**src/rtl/di_reg_terminal.sv**
```systemverilog
// di_reg_terminal: register terminal behind the host device-interface port.
// Holds a bank of 16-bit R/W control registers plus read-only status slots,
// answers reads with a fixed-latency rdwr_ready pulse, and drives zero data
// when not addressed so several terminals can be OR-combined.
//
// state  | meaning
// S_IDLE | no read outstanding, accepting a new diRead
// S_WAIT | read captured, counting down the remaining latency
// S_DONE | rdwr_ready high for one cycle, data presented
module di_reg_terminal #(
  parameter logic [15:0]            TERM_ADDR    = 16'h0000,
  parameter int                     NUM_REGS     = 8,
  parameter logic [15:0]            RO_MASK      = 16'h0000,
  parameter logic [NUM_REGS*16-1:0] RESET_VALUES = '0,
  parameter int                     READ_LATENCY = 2
) (
  input  logic                     if_clock,
  input  logic                     reset,
  input  logic [15:0]              diEpAddr,
  input  logic [15:0]              diRegAddr,
  input  logic [15:0]              diRegDataIn,
  input  logic                     diWrite,
  input  logic                     diRead,
  input  logic                     diReset,
  output logic [15:0]              diRegDataOut,
  output logic                     rdwr_ready,
  input  logic [NUM_REGS*16-1:0]   status_in,
  output logic [NUM_REGS*16-1:0]   regs_out,
  output logic [NUM_REGS-1:0]      write_strobe,
  output logic                     busy
);

  typedef enum logic [1:0] {S_IDLE, S_WAIT, S_DONE} state_t;

  state_t             state_q, state_d;
  logic [3:0]         cnt_q, cnt_d;
  logic [15:0]        hold_q, hold_d;
  logic [15:0]        dout_q, dout_d;
  logic [15:0]        regs_q [NUM_REGS];
  logic [NUM_REGS-1:0] strobe_q;
  logic               sel;
  logic               soft_rst;
  logic [15:0]        rd_val;
  logic [NUM_REGS-1:0] wr_hit;

  assign sel      = (diEpAddr == TERM_ADDR);
  assign soft_rst = diReset && sel;

  // Address decode: read mux (out-of-range falls through to zero) and per-slot write enables.
  always_comb begin
    rd_val = 16'h0000;
    wr_hit = '0;
    for (int i = 0; i < NUM_REGS; i++) begin
      if (diRegAddr == 16'(i)) begin
        rd_val    = RO_MASK[i] ? status_in[16*i +: 16] : regs_q[i];
        wr_hit[i] = diWrite && sel && !RO_MASK[i] && !soft_rst;
      end
    end
  end

  // Register bank; hard or soft reset reloads the reset image and beats a same-cycle write.
  always_ff @(posedge if_clock) begin
    if (reset || soft_rst) begin
      for (int i = 0; i < NUM_REGS; i++) regs_q[i] <= RESET_VALUES[16*i +: 16];
    end else begin
      for (int i = 0; i < NUM_REGS; i++) begin
        if (wr_hit[i]) regs_q[i] <= diRegDataIn;
      end
    end
  end

  // Write strobe is the registered write enable, so it lines up with the new register value.
  always_ff @(posedge if_clock) begin
    if (reset) strobe_q <= '0;
    else       strobe_q <= wr_hit;
  end

  // Read FSM state, latency counter, capture and output data registers.
  always_ff @(posedge if_clock) begin
    if (reset) begin
      state_q <= S_IDLE;
      cnt_q   <= 4'd0;
      hold_q  <= 16'h0000;
      dout_q  <= 16'h0000;
    end else begin
      state_q <= state_d;
      cnt_q   <= cnt_d;
      hold_q  <= hold_d;
      dout_q  <= dout_d;
    end
  end

  // Next-state logic: the counter is loaded with LATENCY-1 and DONE is entered as it reaches zero.
  always_comb begin
    state_d = state_q;
    cnt_d   = cnt_q;
    hold_d  = hold_q;
    dout_d  = dout_q;
    case (state_q)
      S_IDLE: begin
        if (diRead && sel) begin
          hold_d = rd_val;
          cnt_d  = 4'(READ_LATENCY - 1);
          if (READ_LATENCY == 1) begin
            state_d = S_DONE;
            dout_d  = rd_val;
          end else begin
            state_d = S_WAIT;
          end
        end
      end
      S_WAIT: begin
        cnt_d = cnt_q - 4'd1;
        if (cnt_q == 4'd1) begin
          state_d = S_DONE;
          dout_d  = hold_q;
        end
      end
      S_DONE:  state_d = S_IDLE;
      default: state_d = S_IDLE;
    endcase
    // An unaddressed terminal must not pollute the OR-combined return bus.
    if (!sel) dout_d = 16'h0000;
  end

  // Status view of the bank; read-only slots carry no storage value.
  always_comb begin
    regs_out = '0;
    for (int i = 0; i < NUM_REGS; i++) begin
      regs_out[16*i +: 16] = RO_MASK[i] ? 16'h0000 : regs_q[i];
    end
  end

  assign diRegDataOut = dout_q;
  assign rdwr_ready   = (state_q == S_DONE);
  assign busy         = (state_q != S_IDLE);
  assign write_strobe = strobe_q;

endmodule

```
**config.mk**
```make
export PLATFORM = sky130hd
export DESIGN_NAME = di_reg_terminal
export DESIGN_NICKNAME = d
export VERILOG_FILES = /design/src/rtl/di_reg_terminal.sv
export SDC_FILE = /design/constraint.sdc
export NUM_CORES = 1
export LEC_CHECK = 0
export CAP_MARGIN = 10
export CORE_ASPECT_RATIO = 2
export CORE_MARGIN = 10
export CORE_UTILIZATION = 43
export CTS_CLUSTER_DIAMETER = 100
export CTS_CLUSTER_SIZE = 24
export DETAILED_ROUTE_END_ITERATION = 6
export GPL_TIMING_DRIVEN = 0
export PLACE_DENSITY_LB_ADDON = 0.1
export SYNTH_ARGS = -nofsm -noshare
export SYNTH_HDL_FRONTEND = slang
export SYNTH_SLANG_ARGS = --single-unit
```
**constraint.sdc**
```tcl
create_clock -name if_clock -period 4.2 [get_ports if_clock]
set_clock_uncertainty 0.05 [all_clocks]
set_input_delay 0.84 -clock if_clock [delete_from_list [all_inputs] [get_ports if_clock]]
set_output_delay 0.84 -clock if_clock [all_outputs]
set_load 0.02 [all_outputs]
```
### After elaboration in Yosys (flattened, before gate mapping)

Memory sizes are Yosys's and may differ from the RTL's.
Index checks and enable logic that the tools add are counted.

* bits in registers: 46
* RAM bits: 128
* bits of input ports: 181
* output and inout port bits: 154
* word-level logic and storage cells: 99
* memories kept: 1

* $add $sub $neg: 1
* eq/ne operators: 12
* mux-type cells: 55
* bitwise logic cells: 9
* reductions and logical operators: 16

Memory list
* regs_q: depth 8, width 16, rd ports 8, clocked after memory_dff 0, write ports 8, RTL line 39 `logic [15:0] regs_q [NUM_REGS];`

Operators with widths (number)
* 2-to-1 mux 16 bit: 16
* equality test 16 x 3 -> 1 bit, second input constant: 4
* 2-to-1 mux 1 bit: 34
* equality test 16 x 2 -> 1 bit, second input constant: 2
* logical NOT 16 bit: 2
* equality test 16 x 1 -> 1 bit, second input constant: 1
* OR 1 bit: 8
* case mux 4 bit (2 select lines): 1
* AND reduction 2 bit: 4
* equality test 4 x 1 -> 1 bit, second input constant: 1
* logical AND 1 bit: 4
* 2-to-1 mux 2 bit: 2
* 2-to-1 mux 4 bit: 1
* != test 2 bit, second input constant: 2
* case mux 2 bit (2 select lines): 1
* nonzero test 2 bit: 2
* subtractor 4 x 1 -> 4 bit, second input constant: 1
* equality test 2 x 1 -> 1 bit, second input constant: 1
* equality test 2 bit, second input constant: 1
* logical NOT 2 bit: 1
* OR reduction 2 bit: 1
* logical NOT 1 bit: 1
* logical OR 1 bit: 1
* NOT 1 bit: 1

### Longest topological paths before layout

Gate-level depths: netlist (run 1).

* depth after elaboration: 9
* depth in mapped cells: 7
* gate-level depth less buffers: 6

### Least setup slack after synthesis (run 1)

No wires, ideal clock.

* path kind: in2reg
* start: input diRegAddr[7]
* end: memory regs_q[4][0], in the netlist regs_q[1][0] (enable)
* setup time: 0.414 ns
* data arrival time: 3.459 ns
* required time: 3.736 ns
* path slack: 0.276 ns
* stages: 6
* path buffers: 2
* cell sequence: or4_4 -> nor4_1 -> buf_2 -> buf_6 -> nand2_1 -> o31ai_1

RTL lines
* start, declared: RTL line 20 `input logic [15:0] diRegAddr,`
* end, declared: RTL line 39

==> results.sh, run 1 <==
export IMPL_status="complete, no violations"
export IMPL_drt_initial_drc_count=305
export IMPL_cp_end_kind="flop"
export IMPL_netlist_instances=623
export IMPL_ys_seq_area_share_pct=62.1
export IMPL_num_antenna_cells=0
export IMPL_firstDrtPassIters=5
export IMPL_num_nets_final=1035
export IMPL_yosysUniqueCellTypes=56
export IMPL_cts_hold_fix_buffers=0
export IMPL_r2r_slack_ps=2250
export IMPL_report_final_slew_viol_count=0
export IMPL_seq_power_share_pct=48.9
export IMPL_async_flop_share_pct=0
export IMPL_timing_fmax_mhz=252
export IMPL_power_share_clock_pct=38.8
export IMPL_maximum_number_of_pins_on_one_net_before_global_route_repair=17
export IMPL_dr_wl_met2_um=14800
export IMPL_ctsResizeCount=0
export IMPL_total_number_of_h_tree_levels=4
export IMPL_design_die_area_sq_um=23900
export IMPL_post_synth_cell_area_avg_sq_um=12.3
export IMPL_clk_root_buffer_cell="sky130_fd_sc_hd__clkbuf_16"
export IMPL_cts_made_buffers=17
export IMPL_place_ws_ps=-153
export IMPL_die_height_um=209
export IMPL_clock_sinks=174
export IMPL_power_density_nw_per_um2=376
export IMPL_share_comb_of_total_power_pct=12.2
export IMPL_switching_power_uw=1010
export IMPL_dr_max_layer_used="met4"
export IMPL_rsz_0062_raised_after_global_routing="no"
export IMPL_detailed_place_hpwl_um=20900
export IMPL_clk_path_buf_depth=2
export IMPL_startpoint_of_the_worst_slack_reg_to_reg_timing_path="state_q[0]"
export IMPL_wl_met1_um=8900
export IMPL_finalSetupViolCount=0
export IMPL_floorplan_die_width_um=114
export IMPL_criticalPathCategory="input port to flop"
export IMPL_cellLeakagePower_uw=0.00374
export IMPL_synthesis_area_sq_um=7670
export IMPL_cts_tree="done"
export IMPL_grt_util_all_layers_pct=21.9
export IMPL_grt_pass1_wl_um=39200
export IMPL_primary_ff_master_synth="sky130_fd_sc_hd__edfxtp_1"
export IMPL_sw_frac_of_total_pct=25.1
export IMPL_start_kind="input port"
export IMPL_final_non_filler_cells=1078
export IMPL_min_delay_start="hold_q[3]"
export IMPL_grt_pass1_vias=6437
export IMPL_clkLatencyLatePin_ps=430
export IMPL_core_area_sq_um=17700
export IMPL_critPathMaxFanout=11
export IMPL_peakVddDrop_uv=305
export IMPL_layout_commonest_cell="sky130_fd_sc_hd__clkdlybuf4s50_1"
export IMPL_fin_crit_sh_pct=94.6
export IMPL_vias=5979
export IMPL_type_of_the_most_critical_hold_path="flop to flop"
export IMPL_met3_wirelength_um=1850
export IMPL_drive_gt1_share_pct=10.6
export IMPL_tightestPinTransition_ps=1160
export IMPL_syn_num_nets=806
export IMPL_initial_core_util_pct=43.4
export IMPL_worst_endpoint_required_ps=4290
export IMPL_final_hold_viol_count=0
export IMPL_final_critical_path_setup_slack_ps=226
export IMPL_place_gp_congestion=0.873
export IMPL_drcViolationCount=0
export IMPL_place_inst=1046
export IMPL_antenna_found_initial=0
export IMPL_wire_per_inst_um=24.5
export IMPL_power_internal_uw=3020
export IMPL_pin_count=335
export IMPL_clkSlewWorstSetupHoldPaths_ps=70
export IMPL_finalWirelength_um=26400
export IMPL_maxCapViolations=0
export IMPL_global_route_congestion_overflow_total=0
export IMPL_hold_depth=2
export IMPL_post_cts_setup_buffer_count=0
export IMPL_mostFrequentLayoutCells="sky130_fd_sc_hd__clkdlybuf4s50_1 (204), sky130_fd_sc_hd__edfxtp_1 (128), sky130_fd_sc_hd__and2_1 (113)"
export IMPL_ys_ff_latch=174
export IMPL_slew_limit_headroom_pct=22.0
export IMPL_reg2regPathDepth=6
export IMPL_detail_route_antenna_nets=0
export IMPL_synth_warnings=0
export IMPL_hold_path_end="diRegDataOut[3]"
export IMPL_synth_enable_flop_cells=128
export IMPL_numPortBuffers=204
export IMPL_route_detailed_vias_per_inst=5.55
export IMPL_area_growth_syn_to_layout_pct=39.4
export IMPL_worst_endpoint_data_arrival_time_ps=4060
export IMPL_regToRegEndpoint="hold_q[13]"
export IMPL_final_period_minus_worst_setup_slack_ps=3970
export IMPL_floorplan_rows=69
export IMPL_fillerInstances=1455
-- logic make-up after synthesis --
kind of cell               share of synthesized area, %
and+or+nand+nor                                    18.6
adders and majority gates                         0.326
buffers and inverters                              2.89
AOI/OAI and AO/OA                                  10.4
xor gates and xnor gates                          0.114
DFF                                                62.1
muxes                                              5.59
-- routing by layer --
layer  track usage (%)  vias up
li1                  -     2738
met1              21.6     2919
met2              40.8      270
met3              5.39       52
met4              9.86        0
met5                 0        -
-- metrics by stage --
stage	total power [uW]	hold slack [ps]	utilization, %	TNS (ps)	cell area (sq um)
after floorplan	2200	375	-	0	7670
after global placement	2480	386	56.4	-158980	9980
after detailed placement	2500	389	57.2	-3270	10100
after CTS	4040	401	60.4	0	10700
after global routing	4130	429	60.4	0	10700
final	4030	403	60.4	0	10700
-- cell type report --
cell class              count  area [sq um]  area share (%)
multi-input cells         407          2740            25.6
flip-flops and latches    174          4760            44.5
well taps                 213           267            2.49
repair buffers            210          2130            19.9
plain buffers              38           206            1.93
inverters                   4          15.0           0.140
clock buffers              21           472            4.41
clock inverters            11           101           0.948
-- Yosys cell counts, types with 4 or more instances --
library cell / instances / share of area, %
sky130_fd_sc_hd__mux2i_1: 17 / 2.2
sky130_fd_sc_hd__nor4_1: 5 / 0.41
sky130_fd_sc_hd__edfxtp_1: 128 / 50
sky130_fd_sc_hd__a2bb2oi_1: 4 / 0.46
sky130_fd_sc_hd__clkbuf_1: 16 / 0.78
sky130_fd_sc_hd__a32o_2: 6 / 0.88
sky130_fd_sc_hd__nor2_1: 28 / 1.4
sky130_fd_sc_hd__o21ai_0: 16 / 1.0
sky130_fd_sc_hd__and2_1: 113 / 9.2
sky130_fd_sc_hd__buf_2: 11 / 0.72
sky130_fd_sc_hd__a21oi_1: 26 / 1.7
sky130_fd_sc_hd__a21boi_0: 7 / 0.68
sky130_fd_sc_hd__nor3_1: 5 / 0.33
sky130_fd_sc_hd__o32ai_1: 4 / 0.46
sky130_fd_sc_hd__a22oi_1: 9 / 0.88
sky130_fd_sc_hd__o22ai_1: 8 / 0.65
sky130_fd_sc_hd__nand2_1: 69 / 3.4
sky130_fd_sc_hd__a31oi_1: 7 / 0.57
sky130_fd_sc_hd__a22o_1: 5 / 0.57
sky130_fd_sc_hd__o21ai_1: 6 / 0.39
sky130_fd_sc_hd__mux4_2: 11 / 3.2
sky130_fd_sc_hd__nand2b_1: 4 / 0.33
sky130_fd_sc_hd__buf_6: 4 / 0.59
sky130_fd_sc_hd__inv_1: 4 / 0.20
sky130_fd_sc_hd__nor2b_1: 13 / 1.1
sky130_fd_sc_hd__a211oi_1: 8 / 0.78
sky130_fd_sc_hd__buf_1: 5 / 0.24
sky130_fd_sc_hd__dfxtp_1: 46 / 12
-- critical path, cell delays in order --
cell and delay, ps:
sky130_fd_sc_hd__clkbuf_1 440, sky130_fd_sc_hd__nand2_1 470, sky130_fd_sc_hd__or3_1 460, sky130_fd_sc_hd__nor4_2 880
sky130_fd_sc_hd__a21oi_1 230, sky130_fd_sc_hd__o21bai_2 480, sky130_fd_sc_hd__buf_8 240
-- worst max path at each step --
stage	slack [ps]	cells after the start	endpoint	start
6_report	230	7	regs_q[1][57]	diRegAddr[1]
5_1_grt	170	7	regs_q[1][58]	diRegAddr[1]
4_1_cts	260	7	regs_q[1][55]	diRegAddr[1]
3_5_place_dp	-150	7	regs_q[1][55]	diRegAddr[1]
3_3_place_gp	-1370	7	regs_q[1][40]	diRegAddr[7]
2_1_floorplan	280	6	regs_q[1][0]	diRegAddr[7]
-- flip-flops by register name (all words and copies together), names as in the netlist --
signal / cells
state_q: 2
regs_q: 128
cnt_q: 4
diRegDataOut: 16
hold_q: 16
write_strobe: 8
-- power groups by stage --
| stage | registers [uW] | clock network [uW] | logic [uW] |
|---|---|---|---|
| after global routing | 1980 | 1640 | 516 |
| final | 1970 | 1560 | 493 |
| after global placement | 2010 | 0 | 477 |
| after floorplan | 2090 | 0 | 116 |
| after CTS | 1970 | 1570 | 498 |
| after detailed placement | 2010 | 0 | 496 |
Power figures use the tool's default switching activity.
==> run 2: changes to the inputs <==
--- a/config.mk
+++ b/config.mk
@@ -5,6 +5,7 @@
 export SDC_FILE = /design/constraint.sdc
 export NUM_CORES = 1
 export LEC_CHECK = 0
+export ABC_CLOCK_PERIOD_IN_PS = 4200
 export CAP_MARGIN = 10
 export CORE_ASPECT_RATIO = 2
 export CORE_MARGIN = 10
==> results of run 2 <==
No change in the layout: final DEF, timing and power equal those of run 1.
==> run 3: changes to the inputs <==
--- a/config.mk
+++ b/config.mk
@@ -5,7 +5,6 @@
 export SDC_FILE = /design/constraint.sdc
 export NUM_CORES = 1
 export LEC_CHECK = 0
-export ABC_CLOCK_PERIOD_IN_PS = 4200
 export CAP_MARGIN = 10
 export CORE_ASPECT_RATIO = 2
 export CORE_MARGIN = 10
==> results of run 3 <==
No change in the layout: final DEF, timing and power equal those of run 1.
